==> config.mk <==
export PLATFORM = sky130hd
export DESIGN_NAME = image_vector_fetcher
export DESIGN_NICKNAME = d
export VERILOG_FILES = /design/src/rtl/vfetch_pkg.sv /design/src/rtl/vfetch_arbiter.sv /design/src/rtl/image_vector_fetcher.sv
export SDC_FILE = /design/constraint.sdc
export NUM_CORES = 1
export LEC_CHECK = 0
export CAP_MARGIN = 20
export CORE_AREA = 4 4 257 259
export DETAILED_ROUTE_END_ITERATION = 6
export DIE_AREA = 0 0 261 263
export SETUP_SLACK_MARGIN = 0.02
export SLEW_MARGIN = 20
export SYNTH_ARGS = -nofsm -noshare
export SYNTH_HDL_FRONTEND = slang
export SYNTH_SLANG_ARGS = --single-unit
==> constraint.sdc <==
create_clock -name CLK -period 4.3 [get_ports CLK]
set_input_delay 1.075 -clock CLK [delete_from_list [all_inputs] [get_ports CLK]]
set_output_delay 1.075 -clock CLK [all_outputs]
set_load 0.05 [all_outputs]
==> src/rtl/vfetch_pkg.sv <==
// Shared types and constants for the image vector fetcher: FSM states, memory
// geometry, vector layout and the fetch bounds check.
package vfetch_pkg;

    localparam int IMAGE_WIDTH  = 96;
    localparam int IMAGE_HEIGHT = 96;
    localparam int PIX_SIZE     = 8;
    localparam int LANES        = 8;
    localparam int MEM_DEPTH    = IMAGE_WIDTH * IMAGE_HEIGHT;
    localparam int STARVE_LIMIT = 4;
    localparam int STARVE_W     = $clog2(STARVE_LIMIT + 1);

    typedef enum logic [1:0] {IDLE, RUN, DONE} state_t;

    typedef logic [LANES-1:0][PIX_SIZE-1:0] vec_t;

    // 17-bit sum so a vector starting near the top of the 16-bit space cannot wrap.
    function automatic logic out_of_bounds(input logic [15:0] addr);
        return ({1'b0, addr} + 17'(LANES)) > 17'(MEM_DEPTH);
    endfunction

endpackage

==> src/rtl/vfetch_arbiter.sv <==
// Two-way arbiter for the data-memory port: CPU has priority, but the fetcher
// is forced one grant after STARVE_LIMIT consecutive CPU wins while it waits.
module vfetch_arbiter
    import vfetch_pkg::*;
(
    input  logic CLK,
    input  logic RST,
    input  logic cpu_req,
    input  logic fetch_want,
    output logic cpu_gnt,
    output logic fetch_gnt
);

    logic [STARVE_W-1:0] starve;

    assign cpu_gnt   = cpu_req && !(fetch_want && (starve == STARVE_W'(STARVE_LIMIT)));
    assign fetch_gnt = fetch_want && !cpu_gnt;

    always_ff @(posedge CLK or posedge RST) begin
        if (RST) begin
            starve <= '0;
        end else if (!fetch_want || fetch_gnt) begin
            starve <= '0;
        end else if (cpu_gnt && (starve != STARVE_W'(STARVE_LIMIT))) begin
            starve <= starve + 1'b1;
        end
    end

endmodule

==> src/rtl/image_vector_fetcher.sv <==
// Streams num_vec 8-pixel vectors from base_addr over a valid/ready output while
// sharing the memory port with CPU loads. Define FETCH_STATS_EN to build stall_cnt.
module image_vector_fetcher
    import vfetch_pkg::*;
(
    input  logic                      CLK,
    input  logic                      RST,
    input  logic                      start,
    input  logic [15:0]               base_addr,
    input  logic [11:0]               num_vec,
    output logic                      busy,
    output logic                      done,
    output logic                      err,
    output logic [15:0]               mem_addr,
    input  logic [15:0][15:0]         mem_rd,
    input  logic                      cpu_req,
    input  logic [15:0]               cpu_addr,
    output logic                      cpu_gnt,
    output logic [15:0][15:0]         cpu_rdata,
    output logic                      out_valid,
    input  logic                      out_ready,
    output logic [LANES*PIX_SIZE-1:0] out_data,
    output logic                      out_last,
    output logic [15:0]               stall_cnt
);

    state_t      state;
    logic [15:0] cur_addr;
    logic [11:0] remaining;
    vec_t        out_vec;
    logic        want_raw;
    logic        oob;
    logic        fetch_want;
    logic        fetch_gnt;
    logic        slot_free;

    assign slot_free  = !out_valid || out_ready;
    assign want_raw   = (state == RUN) && (remaining != 12'd0) && slot_free;
    // A fetch that would run past the end of memory never competes for the port.
    assign oob        = want_raw && out_of_bounds(cur_addr);
    assign fetch_want = want_raw && !oob;

    vfetch_arbiter u_arb (
        .CLK        (CLK),
        .RST        (RST),
        .cpu_req    (cpu_req),
        .fetch_want (fetch_want),
        .cpu_gnt    (cpu_gnt),
        .fetch_gnt  (fetch_gnt)
    );

    assign mem_addr  = cpu_gnt ? cpu_addr : cur_addr;
    assign cpu_rdata = mem_rd;
    assign out_data  = out_vec;

    always_ff @(posedge CLK or posedge RST) begin
        if (RST) begin
            state     <= IDLE;
            busy      <= 1'b0;
            done      <= 1'b0;
            err       <= 1'b0;
            cur_addr  <= '0;
            remaining <= '0;
        end else begin
            done <= 1'b0;
            case (state)
                IDLE: begin
                    if (start) begin
                        err  <= 1'b0;
                        busy <= 1'b1;
                        if (num_vec == 12'd0) begin
                            state <= DONE;
                            done  <= 1'b1;
                        end else begin
                            state     <= RUN;
                            cur_addr  <= base_addr;
                            remaining <= num_vec;
                        end
                    end
                end
                RUN: begin
                    if (fetch_gnt) begin
                        cur_addr  <= cur_addr + 16'(LANES);
                        remaining <= remaining - 12'd1;
                    end
                    if (oob) begin
                        err       <= 1'b1;
                        remaining <= '0;
                        state     <= DONE;
                        done      <= 1'b1;
                    end else if ((remaining == 12'd0) && slot_free) begin
                        state <= DONE;
                        done  <= 1'b1;
                    end
                end
                DONE: begin
                    state <= IDLE;
                    busy  <= 1'b0;
                end
                default: begin
                    state <= IDLE;
                    busy  <= 1'b0;
                end
            endcase
        end
    end

    // Output register drains independently of the FSM, so it empties even after an abort.
    always_ff @(posedge CLK or posedge RST) begin
        if (RST) begin
            out_vec   <= '0;
            out_valid <= 1'b0;
            out_last  <= 1'b0;
        end else if (fetch_gnt) begin
            for (int i = 0; i < LANES; i++) begin
                out_vec[i] <= mem_rd[i][PIX_SIZE-1:0];
            end
            out_valid <= 1'b1;
            out_last  <= (remaining == 12'd1);
        end else if (out_valid && out_ready) begin
            out_valid <= 1'b0;
            out_last  <= 1'b0;
        end
    end

`ifdef FETCH_STATS_EN
    logic [15:0] stall_q;

    always_ff @(posedge CLK or posedge RST) begin
        if (RST) begin
            stall_q <= '0;
        end else if ((state == IDLE) && start) begin
            stall_q <= '0;
        end else if (((fetch_want && !fetch_gnt) || (out_valid && !out_ready)) &&
                     (stall_q != 16'hFFFF)) begin
            stall_q <= stall_q + 16'd1;
        end
    end

    assign stall_cnt = stall_q;
`else
    assign stall_cnt = 16'h0;
`endif

endmodule
==> flow_metrics.env <==
export IMPL_area_growth_pct=29.72
export IMPL_fmax_mhz=241.7
export IMPL_synth_edf_count=0
export IMPL_max_slew_margin_rel_pct=52.74
export IMPL_slowest_stage="clkdlybuf4s50_1"
export IMPL_drv_cap=0
export IMPL_vias=5067
export IMPL_hpwlAfterDp_um=19810
export IMPL_root_buffer="clkbuf_16"
export IMPL_p_clk_share_pct=15.2
export IMPL_gp_congestion=0.8014
export IMPL_tritoncts_num_buffers=9
export IMPL_cts_htree_levels=3
export IMPL_cts_sinks=102
export IMPL_worst_pin_slew_ns=0.7066
export IMPL_critPathKind="primary input to output pin"
export IMPL_p_seq_share_pct=28.4
export IMPL_powerDensity_mw_per_mm2=624.6
export IMPL_drt_iter0_markers=371
export IMPL_path_cells="clkdlybuf4s50_1 > nor2b_1 > a311oi_1 > buf_4 > nand3_4 > o21ai_4 > buf_12 > mux2_2 > buf_4"
export IMPL_p_int_mw=2.986
export IMPL_final_cell_mix="clkdlybuf4s50_1, dfrtp_1, mux2_2"
export IMPL_die_w_um=261
export IMPL_synthArstFlopShare_pct=100.0
export IMPL_final_nets=1042
export IMPL_ant_nets=0
export IMPL_clk_pin_slew_ns=0.07
export IMPL_hold_viol=0
export IMPL_min_path_type="flip-flop to flip-flop"
export IMPL_seq_area_mm2=0.002555
export IMPL_max_stage_delay_ns=0.51
export IMPL_yosysSeqAreaShare_pct=35.69
export IMPL_synth_warnings=0
export IMPL_switching_share_pct=48.47
export IMPL_cts_hold_buffers=0
export IMPL_via_per_inst=3.177
export IMPL_post_place_cells=1574
export IMPL_drive_gt1_share_pct=16.82
export IMPL_synth_top_area_share_pct=35.69
export IMPL_cts_tree="yes"
export IMPL_gr_total_overflow=0
export IMPL_setup_viol=0
export IMPL_cp_arrival_ns=3.06
export IMPL_clk_latency_ns=0.38
export IMPL_grt_pass1_vias=5112
export IMPL_startpoint_type="primary input"
export IMPL_grt_max_degree=41
export IMPL_skew_ns=0.01018
export IMPL_wl_um=24110
export IMPL_post_route_min_period_ns=4.137
export IMPL_ys_ff_latch=102
export IMPL_dieArea_mm2=0.06864
export IMPL_yosysTopAreaCell="dfrtp_1"
export IMPL_die_h_um=263
export IMPL_syn_avg_cell_area_um2=9.906
export IMPL_p_leak_nw=3.645
export IMPL_io_buffers=262
export IMPL_switchingPower_mw=2.809
export IMPL_antenna_found_initial=8
export IMPL_start_util_pct=11.20
export IMPL_io_pins=663
export IMPL_cp_common_cell="buf_4"
export IMPL_ys_types=65
export IMPL_final_max_slew_viol_count=0
export IMPL_synthCells=722
export IMPL_final_common_cell="clkdlybuf4s50_1"
export IMPL_rsz0062_at_grt="false"
export IMPL_grt_first_pass_wirelength_um=33910
export IMPL_drc_errors=0
export IMPL_stdcell_count=1595
export IMPL_cts_buffer_depth=2
export IMPL_p_comb_share_pct=56.4
export IMPL_end_kind="output pin"
export IMPL_outcome="completed"
export IMPL_core_mm2=0.06388
export IMPL_finalCritPeriodShare_pct=96.20
export IMPL_setup_tns_ns=0
export IMPL_cp_required_ns=3.22
export IMPL_fin_hold_ws_ns=0.4730
export IMPL_cp_max_fo=13
export IMPL_vdd_drop_max_mv=0.2077
export IMPL_synth_ff_type="dfrtp_1"
export IMPL_grt_usage_pct=6.824
export IMPL_fillers=7105
export IMPL_synth_area_top_cells="dfrtp_1, buf_4, mux2_2, mux2_1, nand2_1"
export IMPL_dr_pass1_iters=5
export IMPL_wl_per_cell_um=15.12
export IMPL_synth_cell_area_mm2=0.007152
export IMPL_num_rows=93
export IMPL_multi_input_area_mm2=0.002435
-- through the flow --
step / util [%] / power (mW) / setup slack, ns / cell area (um2)
global placement: 13.98 / 4.888 / 0.1666 / 8930
detailed placement: 13.98 / 4.924 / 0.1930 / 8930
CTS: 14.48 / 5.869 / 0.07224 / 9248
finish: 14.52 / 5.795 / 0.1632 / 9278
floorplan: - / 4.212 / 0.5495 / 7208
global route: 14.52 / 6.162 / 0.04581 / 9273
-- sequential cells by signal (all words and copies together), names as in the netlist --
name / count
out_valid: 1
busy: 1
cur_addr: 16
out_last: 1
err: 1
state: 2
u_arb.starve: 3
out_data: 64
done: 1
remaining: 12
-- layout make-up --
| type | instances | share of cell area, % |
|---|---|---|
| Tap cell | 855 | 11.53 |
| Multi-Input combinational cell | 327 | 26.24 |
| Antenna cell | 3 | 0.08092 |
| Clock buffer | 10 | 2.576 |
| Timing Repair Buffer | 282 | 30.78 |
| Clock inverter | 6 | 0.8227 |
| Inverter | 10 | 0.4316 |
| Sequential cell | 102 | 27.54 |
-- metal layers --
layer | part of all wire, % | GRT usage (%)
met3 | 15 | 4.974
met5 | 0.55 | 0.6410
met1 | 34 | 6.682
met4 | 5.1 | 3.853
met2 | 45 | 10.44
-- final timing paths --
kind                                                  start                           to  slack (ns)  depth (start not counted)
worst min-delay path            u_arb.starve[0]$_DFFE_PP0P_  u_arb.starve[0]$_DFFE_PP0P_        0.47                          1
worst max-delay path                              out_ready                  mem_addr[1]        0.16                          9
worst max register to register     remaining[0]$_DFFE_PP0P_      out_data[0]$_DFFE_PP0P_        1.22                          9
min in group asynchronous                               RST               done$_DFF_PP0_        1.14                          2
max in group asynchronous                               RST     out_data[48]$_DFFE_PP0P_        2.29                          3
worst min register to register  u_arb.starve[0]$_DFFE_PP0P_  u_arb.starve[0]$_DFFE_PP0P_        0.47                          1
-- cells in the mapped netlist, drive strengths merged, types with 2 or more instances --
master	number
buf	290
dfrtp	102
mux2	80
nand2	41
o21ai	28
a21oi	25
nor2	19
nor4	11
inv	10
nor3	10
clkbuf	8
nand3	7
o22ai	7
and3	6
nand4	6
o31ai	6
a31oi	5
and2	5
ha	5
a22oi	4
o211ai	4
a211oi	3
nand2b	3
or4	3
a21boi	2
a22o	2
a32oi	2
and4	2
mux2i	2
nor3b	2
o22a	2
o311ai	2
xnor2	2
-- critical path, delay by kind of cell --
kind	cells	cell delay, ns
AND/OR/NAND/NOR	2	0.17
buffers and inverters	4	1.08
multiplexers	1	0.34
AO/OA/AOI/OAI	2	0.38
-- logic make-up after synthesis --
family / Yosys count / synth area share (%)
buffers and inverters: 308 / 31.26
AND/OR/NAND/NOR: 117 / 8.363
AO/OA/AOI/OAI: 105 / 10.16
flip-flops: 102 / 35.69
multiplexers: 82 / 13.35
adder cells (fa/ha/maj): 5 / 0.8747
XOR/XNOR: 2 / 0.2450
other: 1 / 0.05243
-- power by group through the flow --
stage                     logic (mW)  registers [mW]  clock network (mW)
after global routing            3.46            1.71               0.988
after detailed placement        3.25            1.68                   0
final                           3.27            1.64               0.883
after global placement          3.23            1.66                   0
after floorplan                 1.92            2.29                   0
after CTS                       3.26            1.66               0.954
-- repair_timing --
action / in CTS / in global routing
resized for setup: 1 / 4
setup buffers: 0 / 2
hold endpoints to repair: 0 / 0
endpoints found under the setup margin: 7 / 16
Power figures use the tool's default switching activity.
